File: src/rtl/cp0.sv
// Coprocessor 0: SR, Cause, EPC and PrID for the multi-cycle MIPS core.
// Samples hardware interrupt lines, raises a one-cycle interrupt request,
// captures the resume PC on entry and clears EXL on eret.
module cp0 #(
  parameter logic [31:0] PRID      = 32'h0000_0061,
  parameter int unsigned INT_LINES = 6
) (
  input  logic                 clk,
  input  logic                 reset,
  input  logic                 we,
  input  logic [4:0]           addr,
  input  logic [31:0]          din,
  output logic [31:0]          dout,
  input  logic [31:0]          pc,
  input  logic [INT_LINES-1:0] hwint,
  input  logic                 eret,
  output logic                 intreq,
  output logic [31:0]          epc
);

  localparam logic [4:0] AddrSr    = 5'd12;
  localparam logic [4:0] AddrCause = 5'd13;
  localparam logic [4:0] AddrEpc   = 5'd14;
  localparam logic [4:0] AddrPrid  = 5'd15;

  // The handler state is SR.EXL itself; StHandler reads back as EXL=1.
  typedef enum logic {StNormal, StHandler} state_e;

  state_e                 state_q, state_d;
  logic [INT_LINES-1:0]   im_q, im_d;
  logic                   ie_q, ie_d;
  logic [INT_LINES-1:0]   ip_q, ip_d;
  logic [31:0]            epc_q, epc_d;
  logic                   exl;

  // The low two PC bits are always discarded when forming EPC.
  logic unused_pc_bits;
  assign unused_pc_bits = ^pc[1:0];

  assign exl = (state_q == StHandler);

  // Interrupt request: pending, unmasked, globally enabled and not in a handler.
  always_comb begin
    intreq = (|(ip_q & im_q)) & ie_q & ~exl;
  end

  // Next-state: entry beats mtc0 entirely; eret beats mtc0 only for EXL.
  always_comb begin
    state_d = state_q;
    im_d    = im_q;
    ie_d    = ie_q;
    ip_d    = hwint;
    epc_d   = epc_q;
    if (intreq) begin
      state_d = StHandler;
      epc_d   = pc & 32'hFFFF_FFFC;
    end else begin
      if (we) begin
        case (addr)
          AddrSr: begin
            im_d    = din[15:10];
            ie_d    = din[0];
            state_d = din[1] ? StHandler : StNormal;
          end
          AddrEpc: epc_d = din & 32'hFFFF_FFFC;
          default: ;
        endcase
      end
      if (eret) begin
        state_d = StNormal;
      end
    end
  end

  // State registers; reset clears everything immediately.
  always_ff @(posedge clk or posedge reset) begin
    if (reset) begin
      state_q <= StNormal;
      im_q    <= '0;
      ie_q    <= 1'b0;
      ip_q    <= '0;
      epc_q   <= '0;
    end else begin
      state_q <= state_d;
      im_q    <= im_d;
      ie_q    <= ie_d;
      ip_q    <= ip_d;
      epc_q   <= epc_d;
    end
  end

  // mfc0 read mux; always the registered values, no write bypass.
  always_comb begin
    dout = 32'h0;
    unique case (addr)
      AddrSr:    dout = {16'h0, im_q, 8'h0, exl, ie_q};
      AddrCause: dout = {16'h0, ip_q, 10'h0};
      AddrEpc:   dout = epc_q;
      AddrPrid:  dout = PRID;
      default:   dout = 32'h0;
    endcase
  end

  assign epc = epc_q;

endmodule

File: config.mk
export PLATFORM = sky130hd
export DESIGN_NAME = cp0
export DESIGN_NICKNAME = d
export VERILOG_FILES = /design/src/rtl/cp0.sv
export SDC_FILE = /design/constraint.sdc
export NUM_CORES = 1
export LEC_CHECK = 0
export BUFFER_PORTS_ARGS = -buffer_cell sky130_fd_sc_hd__buf_2
export CORE_MARGIN = 8
export CORE_UTILIZATION = 34
export DETAILED_ROUTE_END_ITERATION = 8
export GPL_TIMING_DRIVEN = 0
export PLACE_DENSITY = 0.66
export SYNTH_ARGS = -nofsm -noshare
export SYNTH_HDL_FRONTEND = slang
export SYNTH_SLANG_ARGS = --single-unit
File: constraint.sdc
create_clock -name clk -period 2.5 [get_ports clk]
set_input_delay 0.5 -clock clk [delete_from_list [all_inputs] [get_ports clk]]
set_output_delay 0.5 -clock clk [all_outputs]
set_load 0.005 [all_outputs]
Yosys cells after proc, flatten, opt, wreduce, memory -nomap -nowiden
Index checks and enable logic that the tools add are counted.

word-level totals
  logic and storage cells = 31
  flip-flop bits (word level) = 46
  input bits = 79
  output and inout port bits = 65

cells by class
  muxes and demuxes = 9
  bitwise gates (word level) = 5
  eq/ne operators = 4
  reduce and logical (&&, ||, !) cells = 8

operators with widths
  kind                  count
  $pmux W32 S4          1
  $mux W32              3
  $eq A5 B4 Y1 const B  4
  $and A6 B6 Y6         1
  $reduce_bool A3 Y1    2
  $reduce_or A6 Y1      1
  $mux W1               5
  $reduce_and A2 Y1     2
  $reduce_bool A2 Y1    2
  $reduce_and A3 Y1     1
  $and A1 B1 Y1         2
  $not A1 Y1            2

Depth between registers and ports, before layout
Gate-level depths: netlist (run 1).

  word-level depth = 6
  mapped depth = 7
  mapped depth without buffers = 4

Worst setup path before layout (run 1)
Ideal clock, no wire load.

  path type = input to output
  from = in addr[1]
  to = out dout[10]
  path slack = 510 ps
  buffers on the path = 3
  data arrival time = 1490 ps
  stages = 6
  cells stage by stage = buf_2 > nor2b_1 > clkbuf_1 > clkbuf_1 > a21oi_1 > nor2_1

on the way
  word-level cells in the longest chain between the ends = 2
  elaborated cells on any way between the ends = 5

RTL lines
  element         RTL line  text
  from (decl)     11        input logic [4:0] addr,
  $eq A5 B4 Y1    95        unique case (addr)
  $pmux W32 S4 *  95
  to (decl)       13        output logic [31:0] dout,

Mark *: on every way between the ends. The rest lies on a longest branch, timed or not.

Worst setup path in the final report (run 1)
  from = reg im_q[1]
  to = out intreq

on the way
  word-level cells in the longest chain between the ends = 4

RTL lines
  element                     RTL line  text
  from (decl)                 30        logic [INT_LINES-1:0] im_q, im_d;
  from (signal assigned)      85        im_q <= im_d;
  $and A6 B6 Y6               44        intreq = (|(ip_q & im_q)) & ie_q & ~exl;
  $reduce_or A6 Y1            44
  $and A1 B1 Y1 (2 in a row)  44
  to (decl)                   17        output logic intreq,

No other way between the ends.

==> impl_metrics.csv, run 1 <==
group,metric,value,unit
floorplan,coreArea,0.00664,mm2
placement,gp_congestion,0.813,
timing,relSlewSlack,0.644,
floorplan,dieArea,0.00962,mm2
cts,cts_tree,"built",
timing,skew,0.00493,ns
critical_path,start_kind,"register",
grt,grt_pass1_wl,12300,um
finish,final_cell_mix,"buf_2 (143), dfrtp_1 (44), mux2i_1 (37)",
finish,layout-drive-gt1-share,0.440,
floorplan,die_w,98.1,um
floorplan,ioPinCount,144,
cts,postCtsSetupBuffers,0,
grt,grt.overflow.total,0,
synthesis,postSynthCellCount,234,
critical_path,worst-setup-path-type,"reg2out",
pwr,vdd_drop_max,0.366,mV
critical_path,reg2reg_setup_slack,0.65,ns
critical_path,cp.arrival,1.86,ns
flow_run,max-cap-violations,0,
cts,root_buffer,"clkbuf_8",
grt,antenna_found_initial,0,
route,wl_per_cell,16.3,um
route,drt-total-wl,7550,um
finish,nets,460,
route,route.detailed.drc,0,
timing,min_period,2.36,ns
critical_path,cp_max_fo,10,
grt,gr-usage-all-layers,0.158,
cts,clock_path_buffers,2,
placement,io_buffers,138,
timing,hold_violations,0,
worst_hold_path,hold_class,"in2async",
cts,cts_made_buffers,5,
placement,dp_hpwl,6110,um
timing,min_period_over_period,0.946,
synthesis,yosysSeqAreaShare,0.481,
run_status,status,"completed",
cts,htree_levels,2,
synthesis,avgSynthCellArea,9.79,um2
finish,area_growth,40.1,%
route,via_per_inst,4.79,
pwr,powerDensity,843,mW/mm2
finish,layout_commonest_cell,"buf_2",
cts,clock-sinks,44,
grt,grt_max_degree,24,
finish,fin_util,0.483,
timing,final_max_slew_viol_count,0,
timing,finalSetupViolCount,0,
timing,setup-tns-final,0,ns
route,dr.pass1.iters,4,
critical_path,endpoint_kind,"primary output",
timing,worst_slew_pin_slew,0.534,ns
cts,clock_latency,0.30,ns
finish,n_antenna_cell,0,
cts,cts.clk_slew.worst_paths,0.08,ns
route,drt_iter0_markers,61,
synthesis,netlist_area,0.00229,mm2
route,vias,2212,
pwr,p_leak,1.73,nW
timing,rsz0062_at_grt,"false",
floorplan,rows,30,
synthesis,yosysWarnings,0,
timing,timing.fmax,423,MHz
critical_path,worstPathRequired,2.00,ns
synthesis,ys_seq_elements,44,
floorplan,initial_utilization,0.345,
synthesis,synth_cell_types,24,
floorplan,die_y,98.1,um
route,postRouteAntennaNets,0,
grt,grt_pass1_vias,2339,
## worst max-delay path, cell delays in order, from the launching register on
cell and delay (ns):
dfrtp_1 0.38, a22oi_1 0.16, a311oi_4 0.54, buf_2 0.33, buf_2 0.16
## state kept, by name, summed over array words and instances, names as in the netlist
| name | flops |
|---|---|
| ip_q | 6 |
| im_q | 6 |
| ie_q | 1 |
| epc | 30 |
| exl | 1 |
## final timing paths
path,end,from,cells past startpoint
max,intreq,im_q[1],4
min,epc[27],reset,2
max reg2reg,im_q[3],im_q[1],4
min reg2reg,ie_q,ie_q,1
max in group asynchronous,im_q[0],reset,3
min in group clk,ip_q[2],hwint[2],1
## metal layers
metal  share of wire  vias up  global-route usage
li1                -     1099                   -
met1            0.43     1019               0.190
met2            0.47       89               0.260
met3           0.091        5              0.0612
met4          0.0078        0              0.0360
met5               0        -                   0
## timing repair
action | in CTS | in global routing
endpoints found under the setup margin | 20 | 17
resized for setup | 2 | 2
hold buffers | 0 | 0
pin swaps | 0 | 1
## report_power, final
part,total [mW],switching [mW],internal [mW]
combinational,1.04,0.564,0.479
clock,0.469,0.244,0.225
sequential,1.19,0.204,0.990
## metrics by stage
stage / cell area (um2) / setup WS (ns) / hold WS (ns) / instances / total power [mW]
5_1_grt: 3210 / 0.0177 / 0.260 / 462 / 2.94
4_1_cts: 3210 / 0.0542 / 0.237 / 462 / 2.75
6_report: 3210 / 0.135 / 0.224 / 462 / 2.71
3_5_place_dp: 3110 / -0.115 / 0.505 / 454 / 2.28
3_3_place_gp: 3090 / -0.0849 / 0.504 / 453 / 2.23
2_1_floorplan: 2290 / 0.510 / 0.481 / 235 / 1.74
## cell type report
class | count | area, um2
multi-input cells | 168 | 1070
clock buffers | 7 | 86.3
inverters | 3 | 11.3
fillers | 647 | 3430
plain buffers | 20 | 115
flip-flops and latches | 44 | 1100
repair buffers | 139 | 718
well taps | 80 | 100
clock inverters | 1 | 7.51
## synthesized netlist by cell type
cell type  count  area, um2
a211o_1        1       8.76
a21oi_1        7       35.0
a22oi_1        3       22.5
a311oi_4       1       26.3
and3_1        24        150
and3b_1        1       8.76
buf_2          5       25.0
buf_4          2       15.0
buf_6          3       33.8
clkbuf_1      10       37.5
conb_1         1       3.75
dfrtp_1       44       1100
inv_1          3       11.3
mux2_2         6       67.6
mux2i_1       37        370
nand2_1       33        124
nand3_1        1       5.00
nand3b_1       1       7.51
nor2_1        18       67.6
nor2_2         1       6.26
nor2b_1        1       6.26
o21ai_0       26        130
o21ai_1        4       20.0
o21bai_1       1       7.51
## logic make-up after synthesis
kind of cell,after synthesis,share of synthesized area
AOI/OAI and AO/OA,43,0.109
buffers and inverters,23,0.0535
DFF,44,0.481
muxes,43,0.191
other,1,0.00164
and+or+nand+nor,80,0.164
(Power assumes the default switching activity.)
==> run 2, diff against run 1 <==
--- a/config.mk
+++ b/config.mk
@@ -5,7 +5,7 @@
 export SDC_FILE = /design/constraint.sdc
 export NUM_CORES = 1
 export LEC_CHECK = 0
-export BUFFER_PORTS_ARGS = -buffer_cell sky130_fd_sc_hd__buf_2
+export BUFFER_PORTS_ARGS = -buffer_cell sky130_fd_sc_hd__clkbuf_2
 export CORE_MARGIN = 8
 export CORE_UTILIZATION = 34
 export DETAILED_ROUTE_END_ITERATION = 8
==> impl_metrics.csv, run 2 (synthesized netlist as in run 1, its figures left out) <==
group,metric,value,unit
cts,clock-sinks,44,
cts,clock_path_buffers,2,
finish,final_area,0.00323,mm2
cts,ctsHoldBuffers,0,
finish,layout-drive-gt1-share,0.443,
route,via_per_inst,4.78,
critical_path,worstPathRequired,2.00,ns
finish,nets,462,
finish,seq_area,0.00110,mm2
grt,grt_pass1_vias,2362,
timing,hold_violations,0,
timing,relSlewSlack,0.653,
floorplan,ioPinCount,144,
cts,cts_tree,"built",
floorplan,rows,30,
grt,antenna_found_initial,0,
finish,area_growth,40.8,%
route,dr.pass1.iters,6,
route,postRouteAntennaNets,0,
route,wl_per_cell,16.3,um
critical_path,worst-setup-path-type,"in2out",
finish,largest_reg_flops,30,
cts,cts_made_buffers,5,
critical_path,start_kind,"input port",
finish,final_cell_mix,"clkbuf_2 (141), dfrtp_1 (44), mux2i_1 (37)",
timing,min_period,2.34,ns
timing,finalSetupViolCount,0,
placement,pre_cts_slack,-0.173,ns
route,drt-total-wl,7550,um
timing,min_period_over_period,0.937,
critical_path,cp_common_cell,"clkbuf_2",
timing,worst_slew_pin_slew,0.519,ns
pwr,p_leak,1.72,nW
run_status,status,"completed",
critical_path,crit_chain,"buf_2, nor2b_1, clkbuf_2, clkbuf_2, a21oi_1, nor2_1, clkbuf_2",
grt,gr-usage-all-layers,0.157,
finish,n_fill_cell,683,
cts,root_buffer,"clkbuf_8",
finish,multi_input_area,0.00107,mm2
critical_path,endpoint_kind,"primary output",
cts,htree_levels,2,
finish,layout_commonest_cell,"clkbuf_2",
placement,dp_hpwl,6100,um
timing,timing.fmax,427,MHz
timing,skew,0.00191,ns
critical_path,crit_slowest_cell,"clkbuf_2",
pwr,total_power,2.74,mW
route,route.detailed.drc,0,
finish,n_antenna_cell,0,
cts,cts.clk_slew.worst_paths,0.08,ns
grt,grt.overflow.total,0,
pwr,vdd_drop_max,0.375,mV
critical_path,crit_buf_inv,4,
flow_run,max-cap-violations,0,
critical_path,cp_max_fo,10,
worst_hold_path,hold_class,"in2async",
timing,setup-tns-final,0,ns
floorplan,dieArea,0.00962,mm2
critical_path,max_stage_delay,0.30,ns
grt,grt_max_degree,24,
placement,place_area,0.00311,mm2
timing,fin_ws,0.157,ns
route,drt_iter0_markers,68,
critical_path,cp.arrival,1.84,ns
critical_path,crit_family,"buffers and inverters",
floorplan,initial_utilization,0.345,
placement,gp_congestion,0.804,
timing,rsz0062_at_grt,"false",
pwr,powerDensity,849,mW/mm2
timing,final_max_slew_viol_count,0,
floorplan,die_y,98.1,um
route,vias,2220,
cts,clock_latency,0.30,ns
placement,io_buffers,138,
floorplan,die_w,98.1,um
floorplan,coreArea,0.00664,mm2
finish,fin_util,0.485,
grt,grt_pass1_wl,12200,um
run 2: path summary, 6_finish.rpt:
kind / startpoint / to / slack (ns) / cells past startpoint
setup reg to reg: im_q[1] / im_q[1] / 0.71 / 4
hold / removal: reset / epc[27] / 0.21 / 2
max in group asynchronous: reset / im_q[0] / 1.80 / 3
min in group clk: hwint[4] / ip_q[4] / 0.30 / 1
hold reg to reg: ie_q / ie_q / 0.52 / 1
setup / recovery: addr[1] / dout[15] / 0.16 / 7
run 2: area by class of cell:
cell class              count  area share
flip-flops and latches     44       0.341
multi-input cells         168       0.332
repair buffers            141       0.227
plain buffers              20      0.0357
well taps                  80      0.0310
clock buffers               7      0.0268
inverters                   3     0.00349
clock inverters             1     0.00233
run 2: report_power, final:
| part | internal (mW) | total [mW] | leakage (nW) | switching [mW] |
|---|---|---|---|---|
| logic | 0.498 | 1.07 | 1.13 | 0.569 |
| clock network | 0.225 | 0.470 | 0.0445 | 0.246 |
| registers | 0.990 | 1.20 | 0.540 | 0.210 |
run 2: per-stage QoR:
stage | instances | hold WS [ns]
2_1_floorplan | 235 | 0.481
3_3_place_gp | 453 | 0.504
3_5_place_dp | 454 | 0.506
4_1_cts | 462 | 0.226
5_1_grt | 464 | 0.254
6_report | 464 | 0.211
run 2: repair_timing:
item	in CTS	in global routing
gates cloned	0	0
gates resized for setup	3	0
setup endpoints to repair	20	1
pin swaps	0	1
setup buffers	0	2
run 2: metal layers:
layer	vias to the layer above	wire [um]	track usage
met3	8	633	0.0597
li1	1095	-	-
met2	88	3610	0.258
met5	-	0	0
met1	1029	3230	0.188
met4	0	79	0.0372
run 2: worst reg2reg max path, cell delays in order (launching register included):
cell and delay, ns:
dfrtp_1 0.40, a22oi_1 0.36, a311oi_4 0.20, nor2_2 0.35, mux2_2 0.38
